## src/rtl/alu_arbiter.sv

```systemverilog
// alu_arbiter: round-robin sequencer that shares one 4-bit combinational ALU
// among NUM_REQ requesters. One operation is in flight at a time:
// IDLE grants a request, EXEC captures the ALU result, and RESP holds the
// response until the consumer takes it.
module alu_arbiter #(
   parameter int NUM_REQ = 4,
   parameter int ID_W    = 2
) (
   input  logic                 clk,
   input  logic                 rst_n,
   input  logic [NUM_REQ-1:0]   req_valid,
   input  logic [4*NUM_REQ-1:0] req_a,
   input  logic [4*NUM_REQ-1:0] req_b,
   input  logic [3*NUM_REQ-1:0] req_op,
   output logic [NUM_REQ-1:0]   req_ready,
   output logic [3:0]           alu_a,
   output logic [3:0]           alu_b,
   output logic [2:0]           alu_op,
   input  logic [3:0]           alu_result,
   output logic                 rsp_valid,
   input  logic                 rsp_ready,
   output logic [ID_W-1:0]      rsp_id,
   output logic [3:0]           rsp_result,
   output logic [7:0]           op_count
);

   typedef enum logic [1:0] {
      IDLE = 2'd0,
      EXEC = 2'd1,
      RESP = 2'd2
   } state_t;

   state_t state;
   state_t state_next;

   logic [ID_W-1:0] rr_ptr;
   logic [ID_W-1:0] grant_idx;
   logic            grant_found;

   // Unpacked views of the per-requester payloads.
   logic [3:0]      a_arr    [NUM_REQ];
   logic [3:0]      b_arr    [NUM_REQ];
   logic [2:0]      op_arr   [NUM_REQ];
   // cand_idx[k] is the requester examined k-th, starting at the pointer.
   logic [ID_W-1:0] cand_idx [NUM_REQ];

   genvar gi;
   generate
      for (gi = 0; gi < NUM_REQ; gi++) begin : g_unpack
         assign a_arr[gi]    = req_a[4*gi +: 4];
         assign b_arr[gi]    = req_b[4*gi +: 4];
         assign op_arr[gi]   = req_op[3*gi +: 3];
         assign cand_idx[gi] = ID_W'((int'(rr_ptr) + gi) % NUM_REQ);
      end
   endgenerate

   // Pick the first valid requester at or after rr_ptr, searching upward with wrap.
   always_comb begin
      grant_found = 1'b0;
      grant_idx   = '0;
      for (int k = 0; k < NUM_REQ; k++) begin
         if (!grant_found && req_valid[cand_idx[k]]) begin
            grant_found = 1'b1;
            grant_idx   = cand_idx[k];
         end
      end
   end

   // State register.
   always_ff @(posedge clk or negedge rst_n) begin
      if (!rst_n) begin
         state <= IDLE;
      end else begin
         state <= state_next;
      end
   end

   // Next-state logic and the one-hot accept strobe (only ever in IDLE).
   always_comb begin
      state_next = state;
      req_ready  = '0;
      case (state)
         IDLE: begin
            if (grant_found) begin
               // Gated by rst_n so no accept is signalled while reset is held.
               req_ready[grant_idx] = rst_n;
               state_next           = EXEC;
            end
         end
         EXEC: begin
            state_next = RESP;
         end
         RESP: begin
            if (rsp_ready) begin
               state_next = IDLE;
            end
         end
         default: begin
            state_next = IDLE;
         end
      endcase
   end

   // Operand latch on grant, result capture in EXEC, response retire in RESP.
   always_ff @(posedge clk or negedge rst_n) begin
      if (!rst_n) begin
         rr_ptr     <= '0;
         alu_a      <= '0;
         alu_b      <= '0;
         alu_op     <= '0;
         rsp_id     <= '0;
         rsp_result <= '0;
         rsp_valid  <= 1'b0;
         op_count   <= '0;
      end else begin
         case (state)
            IDLE: begin
               if (grant_found) begin
                  alu_a  <= a_arr[grant_idx];
                  alu_b  <= b_arr[grant_idx];
                  alu_op <= op_arr[grant_idx];
                  rsp_id <= grant_idx;
                  rr_ptr <= ID_W'((int'(grant_idx) + 1) % NUM_REQ);
               end
            end
            EXEC: begin
               rsp_result <= alu_result;
               rsp_valid  <= 1'b1;
            end
            RESP: begin
               if (rsp_ready) begin
                  rsp_valid <= 1'b0;
                  op_count  <= op_count + 8'd1;
               end
            end
            default: begin
               rsp_valid <= 1'b0;
            end
         endcase
      end
   end

endmodule

```

## config.mk

```make
export PLATFORM = sky130hd
export DESIGN_NAME = alu_arbiter
export DESIGN_NICKNAME = d
export VERILOG_FILES = /design/src/rtl/alu_arbiter.sv
export SDC_FILE = /design/constraint.sdc
export NUM_CORES = 1
export LEC_CHECK = 0
export CAP_MARGIN = 40
export CORE_UTILIZATION = 40
export CTS_BUF_LIST = sky130_fd_sc_hd__clkbuf_16
export DETAILED_ROUTE_END_ITERATION = 12
export PLACE_DENSITY_LB_ADDON = 0.2
export RECOVER_POWER = 100
export SYNTH_ARGS = -nofsm -noshare
export SYNTH_HDL_FRONTEND = slang
export SYNTH_SLANG_ARGS = --single-unit
```

## constraint.sdc

```tcl
create_clock -name clk -period 2.1 [get_ports clk]
set_input_delay 0.21 -clock clk [delete_from_list [all_inputs] [get_ports clk]]
set_output_delay 0.21 -clock clk [all_outputs]
set_load 0.05 [all_outputs]
```

# [Yosys cells after proc, flatten, opt, wreduce, memory -nomap -nowiden]
# Cells that the tools add are included.
[word_totals] register_bits=30 inputBits=55 output_inout_bits=30 word_cells=74
[op_classes] addsub=5 order_cmp=7 eq_ne=4 n_mux=34 n_bitwise=3 reduce_logical=12
[op_table] operator="$mux 4" n=6
[op_table] operator="$bmux 4 s2" n=2
[op_table] operator="$lt 2x3->1 const B" n=5
[op_table] operator="$mux 2" n=6
[op_table] operator="$mux 1" n=10
[op_table] operator="$add 8x1->8 const B" n=1
[op_table] operator="$bmux 1 s2" n=4
[op_table] operator="$reduce_and 2->1" n=4
[op_table] operator="$bmux 3 s2" n=1
[op_table] operator="$mux 3" n=2
[op_table] operator="$pmux 2 s3" n=1
[op_table] operator="$add 2x1->2 const B" n=2
[op_table] operator="$add 2x2->2 const B" n=2
[op_table] operator="$and 4x4->4" n=1
[op_table] operator="$logic_and 1x1->1" n=4
[op_table] operator="$ne 2x2->1 const B" n=2
[op_table] operator="$ge 3x3->1 const B" n=1
[op_table] operator="$logic_not 1->1" n=3
[op_table] operator="$not 2->3" n=1
[op_table] operator="$pmux 1 s3" n=1
[op_table] operator="$demux 1 s2" n=1
[op_table] operator="$eq 2x1->1 const B" n=1
[op_table] operator="$eq 2x2->1 const B" n=1
[op_table] operator="$ge 2x1->1 const B" n=1
[op_table] operator="other kinds (2)" n=2

# [Depth between registers and ports, before layout]
# Gate-level depths: netlist of run 1.
[logic_depth] depth_word=19 ltp_mapped=7 depth_no_buf=6

# [Worst setup path after synthesis of run 1]
# No wires, ideal clock.
[synth_path] path_type="reg2out" from="reg rr_ptr[0]" to="out req_ready[0]" arrival_ps=2038 required_ps=1890 slack_ps=-148 stages_incl_launch_ff=6 n_path_buf=1 cell_sequence="dfrtp_1 > nand2b_1 > o2111ai_2 > nand2_2 > buf_2 > nor3_1"
[synth_between] elab_chain_cells=19 elab_cells_between_ends=33 cone_classes="3 x add/sub; 2 x order compare; 20 x mux; 1 x bitwise; 7 x reduce/logical"
[synth_lines] element="start: declaration" line="36" source="logic [ID_W-1:0] rr_ptr;"
[synth_lines] element="start signal: assignment" line="123" source="rr_ptr <= ID_W'((int'(grant_idx) + 1) % NUM_REQ);"
[synth_lines] element="parallel branches: the longest is 17 deep, another holds $lt 2x3->1"
[synth_lines] element="$mux 4 (*)" line="84" source="if (grant_found) begin"
[synth_lines] element="$mux 4 (*)" line="82" source="case (state)"
[synth_lines] element="end: declaration" line="15" source="output logic [NUM_REQ-1:0] req_ready,"
# Every way passes the cells marked *. The select of a mux whose other input is x is not followed.

# [Final worst setup path of run 1]
[layout_path] from="in req_valid[0]" to="out req_ready[0]"
[layout_between] elab_chain_cells=19 elab_cells_between_ends=30 cone_classes="2 x order compare; 20 x mux; 1 x bitwise; 7 x reduce/logical"
[layout_lines] element="start: declaration" line="11" source="input logic [NUM_REQ-1:0] req_valid,"
[layout_lines] element="$bmux 1 s2" line="62" source="if (!grant_found && req_valid[cand_idx[k]]) begin"
[layout_lines] element="$mux 1 (implied by the code)" line="62"
[layout_lines] element="$mux 1" line="62"
[layout_lines] element="$logic_not 1->1" line="62"
[layout_lines] element="$logic_and 1x1->1" line="62"
[layout_lines] element="$mux 1" line="62"
[layout_lines] element="$logic_not 1->1" line="62"
[layout_lines] element="$logic_and 1x1->1" line="62"
[layout_lines] element="(+3 left out)"
[layout_lines] element="$mux 2" line="62"
[layout_lines] element="$lt 2x3->1 (implied by the code) / $ge 2x1->1 (equally long branches)" line="86" source="req_ready[grant_idx] = rst_n;"
[layout_lines] element="$logic_and 1x1->1 (implied by the code)" line="86"
[layout_lines] element="$mux 1 (implied by the code)" line="86"
[layout_lines] element="$demux 1 s2" line="86"
[layout_lines] element="$and 4x4->4 (no source line)"
[layout_lines] element="$mux 4 (*)" line="84"
[layout_lines] element="$mux 4 (*)" line="82"
# Every way passes the cells marked *; elsewhere a longest branch is shown, timed or not. The select of a mux whose other input is x is not followed.

==> results of run 1 <==
==> layout make-up <==
cell class | instances | area (um^2) | area share (%)
Tap cell | 50 | 62.6 | 2.21
Sequential cell | 30 | 751 | 26.5
Clock inverter | 3 | 63.8 | 2.26
Clock buffer | 5 | 125 | 4.42
Inverter | 4 | 15.0 | 0.531
Timing Repair Buffer | 97 | 970 | 34.3
Multi-Input combinational cell | 111 | 841 | 29.7
==> stage by stage <==
stage                     setup slack [ns]  instance area (um^2)  setup TNS, ns  cells  hold slack (ns)
after CTS                           0.0333                  2840              0    300            0.140
final                               0.0686                  2830              0    300            0.208
after detailed placement            0.0279                  2650              0    292            0.431
after global placement              0.0538                  2650              0    292            0.427
after global routing               0.00593                  2830              0    300            0.217
after floorplan                     -0.148                  1660         -0.296    155          -0.0856
==> flip-flops by register name, indices dropped and copies added, names as in the netlist <==
register and flops:
op_count 8, alu_a 4, alu_b 4, rsp_result 4, alu_op 3, rr_ptr 2
rsp_id 2, state 2, rsp_valid 1
==> path summary, 6_finish.rpt <==
kind                         startpoint      endpoint  depth (start not counted)
setup / recovery           req_valid[0]  req_ready[0]                          7
hold / removal                    rst_n     alu_op[2]                          1
setup reg to reg              rr_ptr[0]      alu_b[3]                          6
hold reg to reg             op_count[7]   op_count[7]                          1
max in group asynchronous         rst_n      alu_b[3]                          2
min in group clk            op_count[7]   op_count[7]                          1
==> placed cells by master (no fill, tap or decap), drive strengths merged, types with 3 or more instances in the layout <==
master | netlist | final
o21ai | 13 | 13
clkbuf | 3 | 8
buf | 7 | 14
nand2 | 4 | 4
mux2i | 11 | 11
dlygate4sd3 | 0 | 27
o22ai | 11 | 11
inv | 4 | 4
dfrtp | 30 | 30
clkdlybuf4s50 | 0 | 53
and2 | 3 | 3
nor2 | 6 | 6
mux2 | 6 | 6
xnor2 | 6 | 6
and3 | 12 | 12
nand3 | 4 | 4
a211oi | 11 | 11
==> power by group <==
group / leakage, nW / total (mW) / switching, mW / internal (mW)
combinational: 0.773 / 2.65 / 1.64 / 1.02
clock: 0.0915 / 0.917 / 0.243 / 0.674
sequential: 0.363 / 1.03 / 0.179 / 0.852
==> worst max-delay path, cell delays in order <==
cell,delay [ns]
clkdlybuf4s50_1,0.51
buf_4,0.14
and2_2,0.14
o211ai_2,0.12
and2_0,0.25
nor3_2,0.28
buf_12,0.17
==> timing repair <==
action	4_1_cts	5_1_grt
endpoints found under the setup margin	0	3
hold endpoints to repair	0	0
gates resized for setup	0	3
==> routing by layer <==
metal  up-vias  routed length, um  GRT usage (%)
met5         -                  0              0
met4         0                 51           6.65
met3         6                246           6.85
met2        50               2230           37.1
met1       737               1970           28.2
li1        764                  -              -
==> kinds of logic after synthesis <==
logic type,Yosys count,synth area share [%]
AOI/OAI and AO/OA,44,18.4
and+or+nand+nor,41,15.8
DFF,30,45.2
muxes,17,10.7
buffers and inverters,14,4.97
xor gates and xnor gates,8,4.22
adders and majority gates,1,0.753
==> flow_metrics.tcl, run 1 <==
set metrics [dict create \
    min_path_type "in -> async" \
    cp.required_ns 1.89 \
    yosysMostFrequentCell "dfrtp_1" \
    initial_utilization_pct 41.5 \
    io_pins 85 \
    die_y_um 66.5 \
    status "finished, final reports clean" \
    post-cts-setup-buffers 0 \
    antenna_found_initial 0 \
    clk_latency_ns 0.27 \
    portBuffers 84 \
    num_antenna_cells 0 \
    skew_ns 0.00378 \
    ys.flop_type "dfrtp_1" \
    critPathKind "in -> out" \
    drt_pass1_iterations 4 \
    synth.distinct_cells 39 \
    clkTransAtPathRegs_ns 0.05 \
    p_per_area_nw_per_um2 1630 \
    critPathLaunchType "primary input" \
    synth.cell_area_um2 1660 \
    slew_viol_final 0 \
    routed_wl_um 4500 \
    nets 305 \
    grt_setup_unrepaired "false" \
    cts.sinks 30 \
    ys_ff_latch 30 \
    grt_max_degree 30 \
    core_um2 4000 \
    drtAntennaViolNets 0 \
    arrival_ns 1.82 \
    period_share_pct 96.7 \
    n_fill_cell 309 \
    overflow 0 \
    finalSetupViolations 0 \
    crit_fanout 4 \
    slew-limit-headroom_pct 52.6 \
    hpwl_um 3460 \
    synth.avg_cell_area_um2 10.7 \
    vias_per_cell 5.19 \
    syn_nets 211 \
    wl_per_cell_um 15.0 \
    hold_violations 0 \
    synthCells 155 \
    clk_path_buf_depth 2 \
    clockRootBuffer "clkbuf_16" \
    power_mw 4.60 \
    critPathCaptureType "primary output" \
    yosysTopAreaCell "dfrtp_1" \
    ctsHoldBuffers 0 \
    cts_tree "built" \
    synth_top_cell_area_share_pct 45.2 \
    worst_slew_pin_slew_ns 0.712 \
    grt_first_pass_wirelength_um 7240 \
    drcViolationCount 0 \
    grtUsageTotal_pct 22.5 \
    ys_top_cells_by_count "dfrtp_1, o21ai_0" \
    async_flop_share_pct 100 \
    synth_warnings 0 \
    grt_pass1_vias 1521 \
    dieArea_um2 4420 \
    clock.fmax_mhz 492 \
    route.vias.total 1557 \
    p_leak_nw 1.23 \
    synth_edf_count 0 \
    die_x_um 66.5 \
    gp_congestion 0.803 \
    ys_seq_area_share_pct 45.2 \
    drive_gt1_share_pct 16.8 \
    maxCapViolations 0 \
    syn2layout_area_growth_pct 70.2 \
    ir_worst_vdd_uv 834 \
    rows 23 \
    cts_htree_levels 2 \
    final_util_pct 70.7 \
    timing.reg2reg.setup_slack_ns 0.32 \
    cts_buffers 5 \
    synth_area_leaders "dfrtp_1, mux2i_1, a211oi_1, and3_1, o22ai_1" \
    drt-initial-drc-count 51 \
    min_period_ns 2.03 \
]
No activity file was read; power rests on OpenSTA's default activity.
==> run 2, diff against run 1 <==
- PLACE_DENSITY: default -> 0.78
- PLACE_DENSITY_LB_ADDON: 0.2 -> default
==> flow_metrics.tcl, run 2 (same netlist as run 1, synthesis figures left out) <==
set metrics [dict create \
    status "finished, final reports clean" \
    rows 23 \
    top_register "op_count" \
    p_int_mw 2.34 \
    p_per_area_nw_per_um2 1580 \
    cp_num_buf_inv 2 \
    critPathCaptureType "primary output" \
    multi_input_area_um2 833 \
    arrival_ns 1.83 \
    worstPathCellList "clkdlybuf4s50_1 -> nor2b_1 -> nand4bb_4 -> nand2_2 -> nand3_1 -> nor2_1 -> buf_12" \
    drtAntennaViolNets 0 \
    r2r_cells 6 \
    fin_tns_setup_ns 0 \
    finalSetupViolations 0 \
    die_x_um 66.5 \
    n_fill_cell 326 \
    post-cts-setup-buffers 0 \
    grt_first_pass_wirelength_um 6940 \
    final_cell_mix "clkdlybuf4s50_1, dfrtp_1, dlygate4sd3_1, o21ai_0" \
    hold_violations 0 \
    vias_per_cell 5.25 \
    holdPathEnd "op_count[7]" \
    cts-resized-gates 0 \
    drt_pass1_iterations 4 \
    path_delay_family "simple AND/OR/NAND/NOR gates" \
    gp_congestion 0.772 \
    grt_setup_unrepaired "true" \
    wl_per_cell_um 14.4 \
    route.vias.total 1584 \
    setup_ws_ns 0.0611 \
    cpPeakStageDelay_ns 0.49 \
    maxCapViolations 0 \
    ir_worst_vdd_uv 821 \
    skew_ns 0.00254 \
    slew_viol_final 0 \
    die_y_um 66.5 \
    hold_start "op_count[7]" \
    cts_buffers 5 \
    num_antenna_cells 0 \
    overflow 0 \
    portBuffers 84 \
    syn2layout_area_growth_pct 66.4 \
    p_leak_nw 1.21 \
    cts.sinks 30 \
    grt_pass1_vias 1506 \
    critPathLaunchType "primary input" \
    pwr-share-clk_pct 15.4 \
    drt-initial-drc-count 50 \
    dieArea_um2 4420 \
    io_pins 85 \
    p_sw_mw 2.04 \
    r2r-start "rr_ptr[0]" \
    cts_tree "built" \
    timing.reg2reg.setup_slack_ns 0.31 \
    clk_latency_ns 0.27 \
    drive_gt1_share_pct 15.5 \
    drcViolationCount 0 \
    min_period_ns 2.04 \
    ff_latch_area_um2 751 \
    routed_wl_um 4340 \
    final_common_cell "clkdlybuf4s50_1" \
    combPwrFrac_pct 61.0 \
    largest_register_ffs 8 \
    worst_slew_pin_slew_ns 1.15 \
    hpwl_um 3360 \
    hold-path-cell-count 1 \
    cts_htree_levels 2 \
    period_share_pct 97.1 \
    clkTransAtPathRegs_ns 0.05 \
    postPlaceCellArea_um2 2660 \
    grt_max_degree 23 \
    grtUsageTotal_pct 21.3 \
    clock.fmax_mhz 490 \
    switching_share_pct 46.6 \
    cp.required_ns 1.89 \
    ctsHoldBuffers 0 \
    r2r_end "alu_a[2]" \
    crit_path_top_delay_cell "clkdlybuf4s50_1" \
    pre_cts_ws_ns 0.0278 \
    seqPwrFrac_pct 23.5 \
    initial_utilization_pct 41.5 \
    nets 307 \
    clockRootBuffer "clkbuf_16" \
    clk_path_buf_depth 2 \
    critPathKind "in -> out" \
    crit_fanout 8 \
    final_area_um2 2770 \
    slew-limit-headroom_pct 23.5 \
    antenna_found_initial 0 \
    min_path_type "reg -> reg" \
    core_um2 4000 \
]
==> run 2: cell count changes in the layout (fill, tap and decap cells not counted), sizes merged <==
cell / change
clkinv: +1
clkbuf: +1
clkinvlp: +1
bufinv: -2
buf: +1
==> run 2: power groups by stage <==
stage | clock, mW | sequential, mW | combinational (mW)
5_1_grt | 0.712 | 1.07 | 2.86
6_report | 0.675 | 1.03 | 2.67
3_5_place_dp | 0 | 1.04 | 2.80
3_3_place_gp | 0 | 1.04 | 2.76
2_1_floorplan | 0 | 1.79 | 1.10
4_1_cts | 0.692 | 1.04 | 2.81
==> run 2: worst max path at each step <==
stage                 start           end  slack [ns]  cells past startpoint
2_1_floorplan     rr_ptr[0]  req_ready[0]       -0.15                      5
3_3_place_gp   req_valid[0]      alu_a[2]        0.06                      7
3_5_place_dp   req_valid[0]      alu_a[0]        0.03                      7
4_1_cts        req_valid[0]  req_ready[2]        0.04                      6
5_1_grt        req_valid[0]  req_ready[1]       -0.03                      7
6_report       req_valid[0]  req_ready[3]        0.06                      7
==> run 2: per-stage QoR <==
stage | power [mW] | instances | util, % | hold slack (ns)
3_5_place_dp | 3.84 | 294 | 66.6 | 0.465
6_report | 4.38 | 302 | 69.1 | 0.460
2_1_floorplan | 2.89 | 155 | - | -0.0856
3_3_place_gp | 3.80 | 294 | 66.6 | 0.460
4_1_cts | 4.54 | 302 | 70.1 | 0.316
5_1_grt | 4.64 | 302 | 69.1 | 0.491
==> run 2: routing by layer <==
layer  share of wire, %  wire length (um)  GRT usage, %  vias up
li1                   -                 -             -      766
met5                  0                 0             0        -
met1                 42              1840          27.6      745
met3                6.0               261          5.48        8
met2                 50              2170          33.7       65
met4                1.6                70          8.51        0
==> run 2: layout make-up <==
type,count,share of cell area (%)
Sequential cell,30,27.1
Timing Repair Buffer,99,34.8
Inverter,4,0.543
Multi-Input combinational cell,111,30.1
Clock inverter,3,0.588
Tap cell,50,2.26
Clock buffer,5,4.52
==> run 2: worst register-to-register path, stage by stage (launching register included) <==
cell and delay (ns):
dfrtp_1 0.39, nor2b_1 0.17, nand4bb_4 0.23, and2_1 0.24, clkbuf_1 0.30, mux2i_1 0.24
o22ai_1 0.10
